===== src/rtl/spi_slave_rx.sv =====
// SPI mode 0 slave receiver: synchronises sclk/mosi/cs_n into clk and deserialises MSB-first words onto a valid/ready port.
// Optional echo of the last completed word on miso is enabled by defining SPI_RX_MISO_ECHO_EN.
//
// state | meaning
// IDLE  | link down, SPI pins ignored
// ARMED | link up, waiting for chip select low
// SHIFT | chip select low, shifting bits in on sclk rise
module spi_slave_rx #(
    parameter int DATA_W      = 8,
    parameter int SYNC_STAGES = 2
) (
    input  logic              clk,
    input  logic              rst,
    input  logic              link_up,
    input  logic              sclk,
    input  logic              mosi,
    input  logic              cs_n,
    output logic              miso,
    output logic [DATA_W-1:0] rx_data,
    output logic              rx_valid,
    input  logic              rx_ready,
    output logic              overrun,
    input  logic              ovr_clr,
    output logic              frame_err
);
    localparam int CNT_W = (DATA_W > 1) ? $clog2(DATA_W) : 1;
    localparam logic [CNT_W-1:0] LAST_BIT = CNT_W'(DATA_W - 1);

    typedef enum logic [1:0] {IDLE, ARMED, SHIFT} state_t;

    state_t                 state;
    logic [SYNC_STAGES-1:0] sclk_sync;
    logic [SYNC_STAGES-1:0] mosi_sync;
    logic [SYNC_STAGES-1:0] cs_sync;
    logic                   sclk_d;
    logic                   rise_q;
    logic                   mosi_q;
    logic                   cs_d;
    logic [DATA_W-1:0]      shreg;
    logic [CNT_W-1:0]       bit_cnt;
    logic                   word_done;
    logic                   frame_pend;

    // Edge pulse and data are registered once more so the FSM acts on a clean, aligned pair.
    always_ff @(posedge clk or negedge rst) begin
        if (!rst) begin
            sclk_sync <= '0;
            mosi_sync <= '0;
            cs_sync   <= '1;
            sclk_d    <= 1'b0;
            rise_q    <= 1'b0;
            mosi_q    <= 1'b0;
            cs_d      <= 1'b1;
        end else begin
            sclk_sync <= {sclk_sync[SYNC_STAGES-2:0], sclk};
            mosi_sync <= {mosi_sync[SYNC_STAGES-2:0], mosi};
            cs_sync   <= {cs_sync[SYNC_STAGES-2:0], cs_n};
            sclk_d    <= sclk_sync[SYNC_STAGES-1];
            rise_q    <= sclk_sync[SYNC_STAGES-1] & ~sclk_d;
            mosi_q    <= mosi_sync[SYNC_STAGES-1];
            cs_d      <= cs_sync[SYNC_STAGES-1];
        end
    end

    always_ff @(posedge clk or negedge rst) begin
        if (!rst) begin
            state      <= IDLE;
            shreg      <= '0;
            bit_cnt    <= '0;
            word_done  <= 1'b0;
            frame_pend <= 1'b0;
        end else begin
            word_done  <= 1'b0;
            frame_pend <= 1'b0;
            case (state)
                IDLE: begin
                    if (link_up) state <= ARMED;
                end
                ARMED: begin
                    if (!link_up) begin
                        state <= IDLE;
                    end else if (!cs_d) begin
                        state   <= SHIFT;
                        bit_cnt <= '0;
                    end
                end
                SHIFT: begin
                    if (!link_up) begin
                        state   <= IDLE;
                        bit_cnt <= '0;
                    end else if (cs_d) begin
                        state      <= ARMED;
                        frame_pend <= (bit_cnt != '0);
                        bit_cnt    <= '0;
                    end else if (rise_q) begin
                        shreg <= {shreg[DATA_W-2:0], mosi_q};
                        if (bit_cnt == LAST_BIT) begin
                            bit_cnt   <= '0;
                            word_done <= 1'b1;
                        end else begin
                            bit_cnt <= bit_cnt + CNT_W'(1);
                        end
                    end
                end
                default: state <= IDLE;
            endcase
        end
    end

    // A word arriving while the previous one is unconsumed is dropped; overrun set beats ovr_clr.
    always_ff @(posedge clk or negedge rst) begin
        if (!rst) begin
            rx_data   <= '0;
            rx_valid  <= 1'b0;
            overrun   <= 1'b0;
            frame_err <= 1'b0;
        end else begin
            frame_err <= frame_pend;
            if (word_done) begin
                if (!rx_valid || rx_ready) begin
                    rx_data  <= shreg;
                    rx_valid <= 1'b1;
                end
            end else if (rx_valid && rx_ready) begin
                rx_valid <= 1'b0;
            end
            if (word_done && rx_valid && !rx_ready) begin
                overrun <= 1'b1;
            end else if (ovr_clr) begin
                overrun <= 1'b0;
            end
        end
    end

`ifdef SPI_RX_MISO_ECHO_EN
    logic              fall_q;
    logic [DATA_W-1:0] echo_word;
    logic [DATA_W-1:0] echo_sh;

    always_ff @(posedge clk or negedge rst) begin
        if (!rst) begin
            fall_q    <= 1'b0;
            echo_word <= '0;
            echo_sh   <= '0;
            miso      <= 1'b0;
        end else begin
            fall_q <= ~sclk_sync[SYNC_STAGES-1] & sclk_d;
            if (word_done) echo_word <= shreg;
            // The fall after a word boundary starts the echo over from the newest word.
            if (state == ARMED && link_up && !cs_d) begin
                miso    <= echo_word[DATA_W-1];
                echo_sh <= {echo_word[DATA_W-2:0], 1'b0};
            end else if (state == SHIFT && link_up && !cs_d && fall_q) begin
                if (bit_cnt == '0) begin
                    miso    <= echo_word[DATA_W-1];
                    echo_sh <= {echo_word[DATA_W-2:0], 1'b0};
                end else begin
                    miso    <= echo_sh[DATA_W-1];
                    echo_sh <= {echo_sh[DATA_W-2:0], 1'b0};
                end
            end
        end
    end
`else
    assign miso = 1'b0;
`endif

endmodule


===== config.mk =====
export PLATFORM = sky130hd
export DESIGN_NAME = spi_slave_rx
export DESIGN_NICKNAME = d
export VERILOG_FILES = /design/src/rtl/spi_slave_rx.sv
export SDC_FILE = /design/constraint.sdc
export NUM_CORES = 1
export LEC_CHECK = 0
export ABC_AREA = 1
export BUFFER_PORTS_ARGS = -buffer_cell sky130_fd_sc_hd__buf_4
export CAP_MARGIN = 10
export CORE_ASPECT_RATIO = 2
export CORE_MARGIN = 2
export CORE_UTILIZATION = 49
export CTS_CLUSTER_DIAMETER = 120
export DETAILED_ROUTE_END_ITERATION = 10
export PLACE_DENSITY = 0.73
export SYNTH_ARGS = -nofsm -noshare
export SYNTH_HDL_FRONTEND = slang
export SYNTH_SLANG_ARGS = --single-unit

===== constraint.sdc =====
create_clock -name clk -period 1.1 [get_ports clk]
set_input_delay 0.165 -clock clk [delete_from_list [all_inputs] [get_ports clk]]
set_output_delay 0.165 -clock clk [all_outputs]
set_load 0.02 [all_outputs]

======== After elaboration in Yosys (flattened, before gate mapping) ========
Cells that the tools add are included.
word-level totals
  register bits ........................... 36
  bits of input ports ..................... 8
cells by class
  $add $sub $neg .......................... 1
  equal/unequal tests ..................... 10
  multiplexer cells ....................... 26
  bitwise operators ....................... 3
  reduce and logical (&&, ||, !) cells .... 16
operators by type and width
  kind                   number
  $mux W3                6
  $mux W1                13
  $mux W2                5
  $reduce_and A4 Y1      2
  $ne A2 B2 Y1 const B   3
  $ne A3 B3 Y1 const B   2
  $pmux W2 S3            1
  $pmux W3 S2            1
  $reduce_bool A2 Y1     3
  $ne A4 B4 Y1 const B   1
  $reduce_and A2 Y1      2
  $add A3 B1 Y3 const B  1
  $eq A3 B3 Y1 const B   1
  $logic_and A1 B1 Y1    3
  $reduce_and A3 Y1      1
  $reduce_bool A3 Y1     1
  $eq A2 B1 Y1 const B   1
  $eq A2 B2 Y1 const B   1
  $logic_not A1 Y1       2
  $logic_not A2 Y1       1
  $ne A2 B1 Y1 const B   1
  $not A1 Y1             2
  $and A1 B1 Y1          1
  $logic_or A1 B1 Y1     1

======== Depth between registers and ports, before layout ========
  word-level depth ........................ 6
  depth in mapped cells ................... 7

======== Worst setup path after synthesis ========
Ideal clock, no wire load.
  kind .................................... register -> register
  start point ............................. register bit_cnt[0]
  end point ............................... register bit_cnt[0]
  setup time .............................. 0.065 ns
  arrival time ............................ 1.084 ns
  data required time ...................... 1.035 ns
  setup slack ............................. -0.049 ns
  stages on the path, launching flop included .. 8
  buffers on the path ..................... 0
  path through ............................ dfrtp_1 > ha_1 > ha_1 > nor2_1 > nand3_1 > nor2_1 > nand2_1 > nand2_1
on the way
  word-level cells in the longest chain between the ends .. 6
  elaborated cells on any way between the ends .. 7
  classes of those cells .................. add/sub (1); eq/ne (1); mux (5)
ends and longest elaborated chain
  what                                           line     source
  start: declaration                             40       logic [CNT_W-1:0] bit_cnt;
  start signal: assignment                       101      bit_cnt <= bit_cnt + CNT_W'(1);
  $add A3 B1 Y3 or $eq A3 B3 Y1 (tied branches)  101, 97
  $mux W3 *                                      97       if (bit_cnt == LAST_BIT) begin
  $mux W3 *                                      95       end else if (rise_q) begin
  $mux W3 *                                      91       end else if (cs_d) begin
  $mux W3 *                                      88       if (!link_up) begin
  $pmux W3 S2 *                                  75       case (state)
Every way passes the cells marked *; elsewhere a longest branch is shown, timed or not. The select of a mux whose other input is x is not followed.
A chain may end at the register's enable or synchronous reset.

======== Final worst setup path ========
  start point ............................. register bit_cnt[1]
  end point ............................... register bit_cnt[1]
Same word-level chain as after synthesis.

==> out/metrics.yaml <==
routing:
  drtIter0Drc: 25
  vias: 1014
  drt_drc_violations_left: 0
  avgViaCountPerCell: 5.045
  route.antenna.remaining_nets: 0
  drt_wl_total_mm: 2.673
  drt_pre_antenna_iters: 4
  wl_per_cell_um: 13.30
die:
  dieHeight_um: 79.43
  floorplan.initialDensity_pct: 50.94
  fp.dieArea_mm2: 0.003313
  design.core.area_mm2: 0.002736
  fp-row-count: 27
  die-width_um: 41.72
  io_pins: 20
global_route:
  grt.overflow.total: 0
  wire_length_of_the_first_global_routing_pass_mm: 4.485
  global_route.usage.total_pct: 18.70
  first_global_vias: 1076
  grt_max_degree: 37
  number_of_antenna_violations_at_the_first_check_in_global_routing: 0
critical_path:
  reg2reg_to: "bit_cnt[1]"
  timing.critical_path.arrival_ns: 1.43
  worst_r2r_startpoint: "bit_cnt[1]"
  worstRegToRegCells: 7
  critical_path_peak_fanout: 3
  timing.critical_path.required_ns: 1.33
  critical_path_class: "flop to flop"
  critPathLaunchType: "flop"
  r2r_slack_ns: -0.10
  crit_path_capture_type: "flop"
power:
  pwr_density_cell_mw_per_mm2: 1342
  highest_ir_drop_seen_on_vdd_mv: 1.130
  power.total_uw: 2505
  power_leakage_uw: 0.0009245
cts:
  clock_sink_count: 36
  cts_made_buffers: 5
  clk_pin_slew_worst_paths_ns: 0.07
  cts-root-to-sink-buffers: 2
  cts.htree.levels: 2
  tritoncts_clock_tree: "built"
  worstSkewPairLatency_ns: 0.29
  cts_root_buffer: "sky130_fd_sc_hd__clkbuf_8"
final_layout:
  nFillCells: 194
  syn2layout_area_growth_pct: 33.93
  post_route_cells_drive_above_1_share_pct: 40.12
  finalNetCount: 182
  insertedDiodeCount: 0
  mostFrequentLayoutCell: "sky130_fd_sc_hd__dfrtp_1"
  layout_common_cells: "33 x sky130_fd_sc_hd__dfrtp_1, 31 x sky130_fd_sc_hd__nand2_1, 27 x sky130_fd_sc_hd__buf_4"
  post_layout_nonfiller_instances: 201
synthesis:
  synth_area_mm2: 0.001394
  synth_seq_cells: 36
  synthesis.instances: 132
  synthesis.yosys.warnings: 0
  synthesis.area_per_instance_um2: 10.56
  yosys.cell_types.count: 22
  nets_in_the_synthesized_netlist: 143
  synth-seq-area-share_pct: 64.90
worst_hold_path:
  worstHoldPathType: "input pin to flop"
  holdCritStartpoint: "ovr_clr"
  worstHoldPathCells: 2
  whs_endpoint: "overrun"
sta:
  rsz0062_at_grt: "yes"
  final.setup_skew_ns: 0.008021
  timing.final.crit_share_pct: 109.1
  timing_max_transition_violations_final: 0
  finalSetupViolCount: 2
  post-route-min-period_ns: 1.201
  postLayoutSetupSlackWorst_ns: -0.1006
  achievable-frequency_ghz: 0.8329
  timing.final.hold_violations: 0
flow_run:
  max-cap-violations: 0
placed_design:
  dpl.cell_count: 182
  place_congestion: 0.7672
  dp_hpwl_mm: 1.564
  port_buffers: 18
outcome:
  outcome: "finished, violations left"
  failed_checks: "setup timing"
-- cell families (layout without fill, tap and decap cells) --
group / Yosys count / after routing / share of synthesized area, %
flops: 36 / 36 / 64.90
fa+ha+maj: 3 / 3 / 2.693
compound gates: 16 / 16 / 7.720
simple gates: 53 / 54 / 17.33
other cells: 1 / 1 / 0.2690
buf+inv: 23 / 62 / 7.091
-- report_power, final --
part	switching, uW	total [uW]	internal (uW)
registers	21.6	1380	1360
clock network	455	954	499
logic	95.4	169	73.1
-- worst max-delay path: stages, from the launching register on --
cell                      delay, ns
sky130_fd_sc_hd__dfrtp_1       0.41
sky130_fd_sc_hd__ha_2          0.20
sky130_fd_sc_hd__ha_4          0.16
sky130_fd_sc_hd__inv_2         0.06
sky130_fd_sc_hd__nand4_1       0.07
sky130_fd_sc_hd__nor2_1        0.12
sky130_fd_sc_hd__nand2_1       0.07
sky130_fd_sc_hd__nand2_1       0.05
-- sequential cells by signal, summed over array words and instances, names as in the netlist --
| signal | count |
|---|---|
| bit_cnt | 3 |
| cs_d | 1 |
| cs_sync | 2 |
| frame_err | 1 |
| frame_pend | 1 |
| mosi_q | 1 |
| mosi_sync | 2 |
| overrun | 1 |
| rise_q | 1 |
| rx_data | 8 |
| rx_valid | 1 |
| sclk_d | 1 |
| sclk_sync | 2 |
| shreg | 8 |
| state | 2 |
| word_done | 1 |
-- Yosys cell counts --
cell type / instances / share of area (%)
sky130_fd_sc_hd__nand2_1: 34 / 9.2
sky130_fd_sc_hd__dfrtp_1: 33 / 59
sky130_fd_sc_hd__inv_1: 19 / 5.1
sky130_fd_sc_hd__o21ai_0: 8 / 2.9
sky130_fd_sc_hd__nand3_1: 7 / 2.5
sky130_fd_sc_hd__o21ai_2: 7 / 4.4
sky130_fd_sc_hd__nor2_1: 5 / 1.3
sky130_fd_sc_hd__dfstp_2: 3 / 5.7
sky130_fd_sc_hd__ha_1: 3 / 2.7
sky130_fd_sc_hd__buf_2: 1 / 0.36
sky130_fd_sc_hd__buf_4: 1 / 0.54
sky130_fd_sc_hd__buf_6: 1 / 0.81
sky130_fd_sc_hd__conb_1: 1 / 0.27
sky130_fd_sc_hd__inv_2: 1 / 0.27
sky130_fd_sc_hd__nand2_2: 1 / 0.45
sky130_fd_sc_hd__nand3_4: 1 / 1.3
sky130_fd_sc_hd__nand3b_1: 1 / 0.54
sky130_fd_sc_hd__nand4_1: 1 / 0.45
sky130_fd_sc_hd__nor2_2: 1 / 0.45
sky130_fd_sc_hd__nor2_4: 1 / 0.81
sky130_fd_sc_hd__nor3_1: 1 / 0.36
sky130_fd_sc_hd__o22ai_1: 1 / 0.45
-- worst max path at each step --
stage	startpoint	to	slack, ns	cells after the start
floorplan	rx_valid	rx_data[5]	0.002	5
global placement	bit_cnt[0]	bit_cnt[1]	-0.02	7
detailed placement	bit_cnt[0]	bit_cnt[0]	-0.09	7
CTS	bit_cnt[0]	bit_cnt[0]	-0.1	7
global route	bit_cnt[1]	bit_cnt[1]	-0.18	7
finish	bit_cnt[1]	bit_cnt[1]	-0.10	7
-- metrics by stage --
stage / instance area (um^2) / TNS [ns] / setup slack [ns] / utilization [%] / hold WS [ns]
3_3_place_gp: 1604 / -0.08556 / -0.02416 / 58.62 / 0.1373
6_report: 1867 / -0.1909 / -0.1006 / 68.22 / 0.06313
2_1_floorplan: 1399 / 0 / 0.001548 / - / -0.1306
3_5_place_dp: 1604 / -0.3337 / -0.08551 / 58.62 / 0.1399
4_1_cts: 1809 / -0.1613 / -0.09714 / 66.12 / 0.06005
5_1_grt: 1867 / -0.5103 / -0.1842 / 68.22 / 0.05438
-- routing by layer --
layer / track usage, % / vias to the layer above / wire length (um)
met1: 18.80 / 487 / 971
met3: 5.656 / 13 / 95
met4: 14.19 / 0 / 133
met2: 31.41 / 26 / 1473
met5: 0 / - / 0
li1: - / 488 / -
-- final cells by class --
class                           instances  area (um^2)  area share (%)
Multi-Input combinational cell         74        461.7           24.73
Tap cell                               29        36.28           1.944
Clock buffer                            6        82.58           4.424
Timing Repair Buffer                   34        294.0           15.75
Clock inverter                          2        10.01          0.5362
Sequential cell                        36        904.6           48.46
Inverter                               20        77.57           4.155
-- what timing repair did --
item | CTS | global route
hold buffers | 4 | 0
buffers inserted | 5 | 1
pin swaps | 6 | 6
hold endpoints to repair | 36 | 0
gates cloned | 1 | 0
endpoints found under the setup margin | 11 | 13
gates resized for setup | 6 | 12
Note: power is estimated with default switching activity, not from simulation.
